**src/rtl/rom_seq_pkg.sv**
```systemverilog
// Shared types and the fixed ROM contents for the sequential ROM burst reader.
package rom_seq_pkg;

    typedef enum logic {
        IDLE = 1'b0,
        READ = 1'b1
    } state_e;

    localparam int ROM_TABLE_LEN = 16;

    // The default table repeats every 16 words so deeper ROMs stay populated.
    function automatic logic [31:0] rom_word(input int index);
        logic [3:0] w;
        case (index % ROM_TABLE_LEN)
            0:       w = 4'h2;
            1:       w = 4'h2;
            2:       w = 4'hE;
            3:       w = 4'h2;
            4:       w = 4'h4;
            5:       w = 4'hA;
            6:       w = 4'hC;
            7:       w = 4'h0;
            8:       w = 4'hA;
            9:       w = 4'h2;
            10:      w = 4'hE;
            11:      w = 4'h2;
            12:      w = 4'h4;
            13:      w = 4'hA;
            14:      w = 4'hC;
            15:      w = 4'h0;
            default: w = 4'h0;
        endcase
        return {28'd0, w};
    endfunction

endpackage

```
**src/rtl/rom_table.sv**
```systemverilog
// Combinational ROM lookup; contents are constants folded in at elaboration.
module rom_table
    import rom_seq_pkg::*;
#(
    parameter int DATA_W = 4,
    parameter int ADDR_W = 5,
    parameter int DEPTH  = 16
) (
    input  logic [ADDR_W-1:0] addr,
    output logic [DATA_W-1:0] data
);

    // Unpopulated addresses read as zero; the sequencer never drives them.
    always_comb begin
        data = '0;
        for (int i = 0; i < DEPTH; i++) begin
            if (addr == ADDR_W'(i)) begin
                data = DATA_W'(rom_word(i));
            end
        end
    end

endmodule

```
**src/rtl/rom_seq_reader.sv**
```systemverilog
// Streams a burst of consecutive ROM words, wrapping at DEPTH, with ready/valid output.
module rom_seq_reader
    import rom_seq_pkg::*;
#(
    parameter int DATA_W = 4,
    parameter int ADDR_W = 5,
    parameter int DEPTH  = 16,
    parameter int LEN_W  = 6
) (
    input  logic              clk,
    input  logic              rst_n,
    input  logic              req_valid,
    output logic              req_ready,
    input  logic [ADDR_W-1:0] req_addr,
    input  logic [LEN_W-1:0]  req_len,
    input  logic              abort,
    output logic              out_valid,
    input  logic              out_ready,
    output logic [DATA_W-1:0] out_data,
    output logic [ADDR_W-1:0] out_addr,
    output logic              out_last,
    output logic              err,
    output logic              busy
);

    // One extra bit so DEPTH == 2**ADDR_W still compares correctly.
    localparam logic [ADDR_W:0]   DepthL   = (ADDR_W + 1)'(DEPTH);
    localparam logic [ADDR_W-1:0] LastAddr = ADDR_W'(DEPTH - 1);

    state_e            state_q;
    logic [ADDR_W-1:0] raddr_q;
    logic [ADDR_W-1:0] raddr_d;
    logic [LEN_W-1:0]  remaining_q;
    logic              err_q;

    logic reqFire;
    logic reqLegal;
    logic xferFire;
    logic lastWord;

    assign reqFire  = req_valid && req_ready;
    assign reqLegal = (req_len != '0) && ({1'b0, req_addr} < DepthL);
    assign xferFire = out_valid && out_ready;
    assign lastWord = (remaining_q == LEN_W'(1));
    assign raddr_d  = (raddr_q == LastAddr) ? '0 : raddr_q + ADDR_W'(1);

    always_ff @(posedge clk) begin
        if (!rst_n) begin
            state_q     <= IDLE;
            raddr_q     <= '0;
            remaining_q <= '0;
            err_q       <= 1'b0;
        end else begin
            err_q <= 1'b0;
            case (state_q)
                IDLE: begin
                    if (reqFire) begin
                        if (reqLegal) begin
                            state_q     <= READ;
                            raddr_q     <= req_addr;
                            remaining_q <= req_len;
                        end else begin
                            err_q <= 1'b1;
                        end
                    end
                end
                READ: begin
                    if (xferFire) begin
                        raddr_q     <= raddr_d;
                        remaining_q <= remaining_q - LEN_W'(1);
                        if (lastWord) begin
                            state_q <= IDLE;
                        end
                    end
                    // Abort wins over a mid-burst transfer; a coinciding last word still completes.
                    if (abort) begin
                        state_q <= IDLE;
                    end
                end
                default: state_q <= IDLE;
            endcase
        end
    end

    assign req_ready = (state_q == IDLE);
    assign busy      = (state_q != IDLE);
    assign out_valid = (state_q == READ);
    assign out_addr  = raddr_q;
    assign out_last  = out_valid && lastWord;
    assign err       = err_q;

    rom_table #(
        .DATA_W(DATA_W),
        .ADDR_W(ADDR_W),
        .DEPTH (DEPTH)
    ) u_rom_table (
        .addr(raddr_q),
        .data(out_data)
    );

endmodule

```
**config.mk**
```make
export PLATFORM = sky130hd
export DESIGN_NAME = rom_seq_reader
export DESIGN_NICKNAME = d
export VERILOG_FILES = /design/src/rtl/rom_seq_pkg.sv /design/src/rtl/rom_table.sv /design/src/rtl/rom_seq_reader.sv
export SDC_FILE = /design/constraint.sdc
export NUM_CORES = 1
export LEC_CHECK = 0
export CAP_MARGIN = 15
export CELL_PAD_IN_SITES_DETAIL_PLACEMENT = 1
export CELL_PAD_IN_SITES_GLOBAL_PLACEMENT = 1
export CORE_MARGIN = 3
export CORE_UTILIZATION = 31
export CTS_BUF_LIST = sky130_fd_sc_hd__clkbuf_8
export DETAILED_ROUTE_END_ITERATION = 6
export PLACE_DENSITY = 0.89
export SKIP_CTS_REPAIR_TIMING = 1
export SYNTH_ARGS = -nofsm -noshare
export SYNTH_HDL_FRONTEND = slang
export SYNTH_SLANG_ARGS = --single-unit
```
**constraint.sdc**
```tcl
create_clock -name clk -period 1.66 [get_ports clk]
set_input_delay 0.249 -clock clk [delete_from_list [all_inputs] [get_ports clk]]
set_output_delay 0.249 -clock clk [all_outputs]
set_load 0.05 [all_outputs]
```
== After elaboration in Yosys (flattened, before gate mapping) ==
Cells that the tools add are included.

* Bits in registers: 13
* Input port bits: 16
* Output and inout port bits: 14
* Word-level logic and storage cells: 69

* Add/subtract/negate cells: 2
* $lt $le $gt $ge: 1
* Eq/ne operators: 19
* Multiplexer cells: 32
* Bitwise operators: 3
* Reduce and logical (&&, ||, !) cells: 8

{| class="wikitable"
|+ Operator list
! kind !! number
|-
| 2-to-1 mux 4 bit || 14
|-
| equality test 5 x 4 -> 1 bit (second input constant) || 8
|-
| equality test 5 x 3 -> 1 bit (second input constant) || 4
|-
| 2-to-1 mux 5 bit || 4
|-
| 2-to-1 mux 6 bit || 3
|-
| case mux 6 bit (2 select lines) || 1
|-
| equality test 5 x 2 -> 1 bit (second input constant) || 2
|-
| case mux 5 bit (2 select lines) || 1
|-
| equality test 6 x 1 -> 1 bit (second input constant) || 1
|-
| 2-to-1 mux 1 bit || 6
|-
| inequality test 2 x 1 -> 1 bit (second input constant) || 3
|-
| nonzero test 6 bit || 1
|-
| subtractor 6 x 1 -> 6 bit (second input constant) || 1
|-
| adder 5 x 1 -> 5 bit (second input constant) || 1
|-
| equality test 5 x 1 -> 1 bit (second input constant) || 1
|-
| zero test 5 bit || 1
|-
| < comparator 5 bit (second input constant) || 1
|-
| logical AND 1 bit || 4
|-
| 2-to-1 mux 2 bit || 2
|-
| NOT 1 bit || 3
|-
| AND reduction 3 bit || 1
|-
| OR reduction 3 bit || 1
|-
| case mux 1 bit (2 select lines) || 1
|}

== Logic depth before layout (Yosys ltp) ==
* Depth after elaboration: 17
* Gate-level depth with buffers: 5
* Depth with buffers taken out: 5

== Hierarchy ==
From an unflattened synthesis, not the netlist that was laid out.

* Cells, all modules: 111
* Area total of the unflattened synthesis: 914.6 um^2

{| class="wikitable"
|+ By module, submodules not included
! module !! times used !! cells an instance !! area each (um^2) !! sequential area each (um^2)
|-
| rom_seq_reader || 1 || 101 || 848.3 || 260.2
|-
| rom_table || 1 || 10 || 66.3 || 0.0
|}

== Least setup slack after synthesis ==
Ideal clock, no wire load.

* Path type: register to output
* Start: register raddr_q[1] (netlist: out_addr[1])
* End: output port out_data[3]
* Arrival: 2,419 ps
* Path slack: -1,008 ps
* Stages on the path, launching flop included: 6
* Buffers on the path: 0
* Path through: dfxtp_1 inv_1 ha_1 nor4bb_1 a211oi_1 nor3_1

* Longest elaborated chain between the ends: 15
* Elaborated cells on any way between the ends: 28

{| class="wikitable"
|+ RTL lines
! what !! RTL line !! text
|-
| start: declaration || rom_seq_reader.sv:31 || <nowiki>logic [ADDR_W-1:0] raddr_q;</nowiki>
|-
| start signal: assignment || rom_seq_reader.sv:60 || <nowiki>raddr_q <= req_addr;</nowiki>
|-
| start signal: assignment || rom_seq_reader.sv:69 || <nowiki>raddr_q <= raddr_d;</nowiki>
|-
| equality test 5 x 2 -> 1 bit || rom_table.sv:17 || <nowiki>if (addr == ADDR_W'(i)) begin</nowiki>
|-
| 2-to-1 mux 4 bit (13 in series) || rom_table.sv:17 ||
|-
| 2-to-1 mux 4 bit (*) || rom_table.sv:17 ||
|-
| end: declaration || rom_seq_reader.sv:19 || <nowiki>output logic [DATA_W-1:0] out_data,</nowiki>
|}

Mark *: on every way between the ends. The rest lies on a longest branch, timed or not.

== Final worst setup path ==
* Start: register raddr_q[0] (netlist: out_addr[0])
* End: output port out_data[1]

* Longest elaborated chain between the ends: 17
* Elaborated cells on any way between the ends: 32

{| class="wikitable"
|+ RTL lines
! what !! RTL line
|-
| zero test 5 bit || rom_table.sv:17
|-
| 2-to-1 mux 2 bit (2 in series) || rom_table.sv:17
|-
| 2-to-1 mux 4 bit (13 in series) || rom_table.sv:17
|-
| 2-to-1 mux 4 bit (*) || rom_table.sv:17
|}

Marks and branches as above.

==> impl_metrics.csv <==
group,metric,value,unit
run_status,status,"complete, but fails checks",
run_status,violations,"setup timing",
detailed_routing,vias_per_cell,5.89,
pwr,combinationalPowerShare,45.4,%
synth,postSynthCellCount,110,
min_path,min_path_type,"input pin to flip-flop",
min_path,hp-start,"req_len[1]",
worst_setup_path,worstPathMaxFanout,6,
floorplan,initial_core_util,32.8,%
detailed_routing,ant_nets,0,
min_path,holdPathEnd,"remaining_q[1]$_SDFFE_PN0P_",
pwr,pwr-share-clk,24.1,%
finish,fin_nets,181,
cts,numCtsBuffers,3,
cts,path_clk_slew,0.06,ns
synth,synth_area_leaders,"dfxtp_1, ha_1, a21oi_1, nor3_1, inv_1",
detailed_routing,drtIter0Drc,56,
pwr,irDropWorstVdd,544,uV
synth,yosys_warnings,0,
synth,synth_largest_area_cell,"dfxtp_1",
detailed_routing,wirelength,3.88,mm
global_route,grt_pass1_wl,5.52,mm
cts,cts-root-buf,"clkbuf_8",
pwr,p_int,765,uW
sta,setup_violations,3,
pwr,total_power,1220,uW
worst_setup_path,crit_required,1.41,ns
global_route,grtUsageTotal,20.3,%
sta,worst_slew_pin_slew,0.512,ns
pwr,cellPowerDensity,727,nW/um^2
run,max_cap_viol_count,0,
detailed_routing,wl_per_cell,20.6,um
worst_setup_path,crit_path_start_kind,"flip-flop",
pwr,swShare,37.1,%
synth,synthArstFlopShare,0,%
placed_design,placedCellCount,181,
worst_setup_path,r2r-start,"out_addr[0]$_SDFFE_PN0P_",
placed_design,io_buffers,28,
finish,layoutNonFillerInstCount,189,
worst_setup_path,cp_slowest_cell,"dfxtp_4",
detailed_routing,dr_total_vias,1113,
worst_setup_path,slowest_delay,0.37,ns
detailed_routing,first_pass_iters,4,
pwr,p_switching,452,uW
placed_design,hpwlAfterDp,2.81,mm
synth,ys_seq_area_share,28.3,%
global_route,grt_max_degree,13,
synth,synth_edf_count,0,
sta,period_minus_slack,1.86,ns
cts,cts.sinks,13,
cts,clock_path_buffers,2,
sta,final-max-slew-violation-count,0,
sta,relSlewSlack,65.8,%
finish,drive_gt1_share,41.8,%
pwr,power.leakage,0.000679,uW
synth,yosysMostFrequentCell,"dfxtp_1",
synth,netlist_area,921,um^2
worst_setup_path,cp-end-kind,"output port",
pwr,p_seq_share,30.5,%
worst_setup_path,r2r_end,"out_addr[3]$_SDFFE_PN0P_",
floorplan,io_pins,30,
floorplan,num_rows,19,
global_route,first_global_vias,1137,
floorplan,fp.dieW,60.5,um
worst_setup_path,cp_cell_sequence,"buf_4 -> ha_2 -> o32a_1 -> nor2_4 -> buf_12",
placed_design,postPlaceCellArea,1470,um^2
worst_setup_path,path_buf_inv,2,
cts,htreeDepth,1,
finish,areaGrowthSynthToFinish,81.8,%
placed_design,place.gp.congestion,0.896,
global_route,grt_overflow,0,
synth,synth_cell_types,43,
detailed_routing,drc,0,
sta,rsz0062_at_grt,"yes",
floorplan,die_h,60.5,um
cts,insertion_delay,0.25,ns
sta,timing.final.crit_share,112,%
worst_setup_path,crit_type,"flip-flop to output port",
finish,num_antenna_cells,0,
worst_setup_path,crit_family,"flip-flops",
synth,synth-seq-cells,13,
synth,syn-num-nets,132,
worst_setup_path,reg2reg_slack,0.04,ns
synth,syn-mean-instance-area,8.37,um^2
sta,hold_viol,0,
sta,fin_skew,0.00218,ns
worst_setup_path,worstRegToRegCells,6,
cts,cts_tree,"yes",
sta,whs,0.452,ns
synth,synth_common_cells,"dfxtp_1, a21oi_1, inv_1, nor3_1",
placed_design,pre_cts_slack,-0.418,ns
worst_setup_path,arrival,1.61,ns
synth,synth_top_area_share,28.3,%
floorplan,die-area,3660,um^2
sta,setup_slack,-0.202,ns
global_route,antenna_found_initial,0,
floorplan,core_area,2810,um^2
finish,fin_area,1670,um^2
synth,ys.flop_type,"dfxtp_1",
min_path,whs_path_depth,3,
sta,max_freq,0.537,GHz
flip-flops by register name, indices dropped and copies added, names as in the netlist:
name,flops
err,1
out_addr,5
remaining_q,6
busy,1
final cells by class:
class | instances | area (um^2)
Clock inverter | 1 | 5.00
Inverter | 8 | 32.5
Timing Repair Buffer | 49 | 554
Tap cell | 31 | 38.8
Sequential cell | 13 | 269
Multi-Input combinational cell | 84 | 733
Fill cell | 320 | 1130
Clock buffer | 3 | 41.3
layer usage:
metal,global-route usage (%),up-vias,wire length (um)
li1,-,512,-
met1,26.7,557,1790
met2,34.0,36,1880
met3,3.19,8,146
met4,6.50,0,69
met5,0,-,0
placed cells by master, fill, tap and decap left out, drive strengths merged, types with 2 or more instances in the layout:
master         netlist  routed
buf                  4      33
a211oi               2       2
o41ai                2       2
o21a                 3       3
nor3                 7       7
clkdlybuf4s50        0      11
o21ai                3       3
dfxtp               13      13
a2bb2oi              2       2
nand2                7       7
dlymetal6s2s         0       3
a22o                 2       2
nor2b                4       4
ha                   6       6
and3                 2       2
o31ai                3       3
a31oi                4       4
nor2                 5       5
inv                  8       8
a21oi               10      10
nor4                 2       2
clkbuf               1       5
nand3                5       5
worst max-delay path by stage:
stage,endpoint,slack [ns],cells past startpoint,from
2_1_floorplan,out_data[3],-0.16,5,out_addr[1]$_SDFFE_PN0P_
5_1_grt,out_data[1],-0.23,7,out_addr[1]$_SDFFE_PN0P_
4_1_cts,out_data[3],-0.37,7,out_addr[0]$_SDFFE_PN0P_
3_3_place_gp,out_addr[0]$_SDFFE_PN0P_,-0.37,5,req_len[4]
3_5_place_dp,out_addr[1]$_SDFFE_PN0P_,-0.42,5,req_len[4]
6_report,out_data[1],-0.20,5,out_addr[0]$_SDFFE_PN0P_
power by group through the flow:
stage	Clock, uW	Sequential (uW)	Combinational [uW]
final	294	371	553
after global routing	310	373	583
after CTS	300	360	496
after detailed placement	0	367	494
after global placement	0	365	473
after floorplan	0	402	222
through the flow:
stage                     setup TNS (ns)  utilization (%)
after floorplan                   -0.168                -
after global placement             -3.39             52.5
after detailed placement           -4.22             52.5
after CTS                          -2.02             54.1
after global routing              -0.745             59.7
final                             -0.436             59.7
tightest hold or removal path: cells and delay by family:
kind / cells / cell delay (ns)
compound gates: 2 / 0.26
buf+inv: 1 / 0.15
kinds of logic after synthesis:
group | Yosys count | share of synthesized area (%)
mux | 1 | 1.09
flops | 13 | 28.3
other cells | 1 | 0.407
simple gates | 36 | 22.0
fa+ha+maj | 6 | 8.15
compound gates | 39 | 32.9
buf+inv | 13 | 6.25
xor+xnor | 1 | 0.951
No activity file was read; power rests on OpenSTA's default activity.
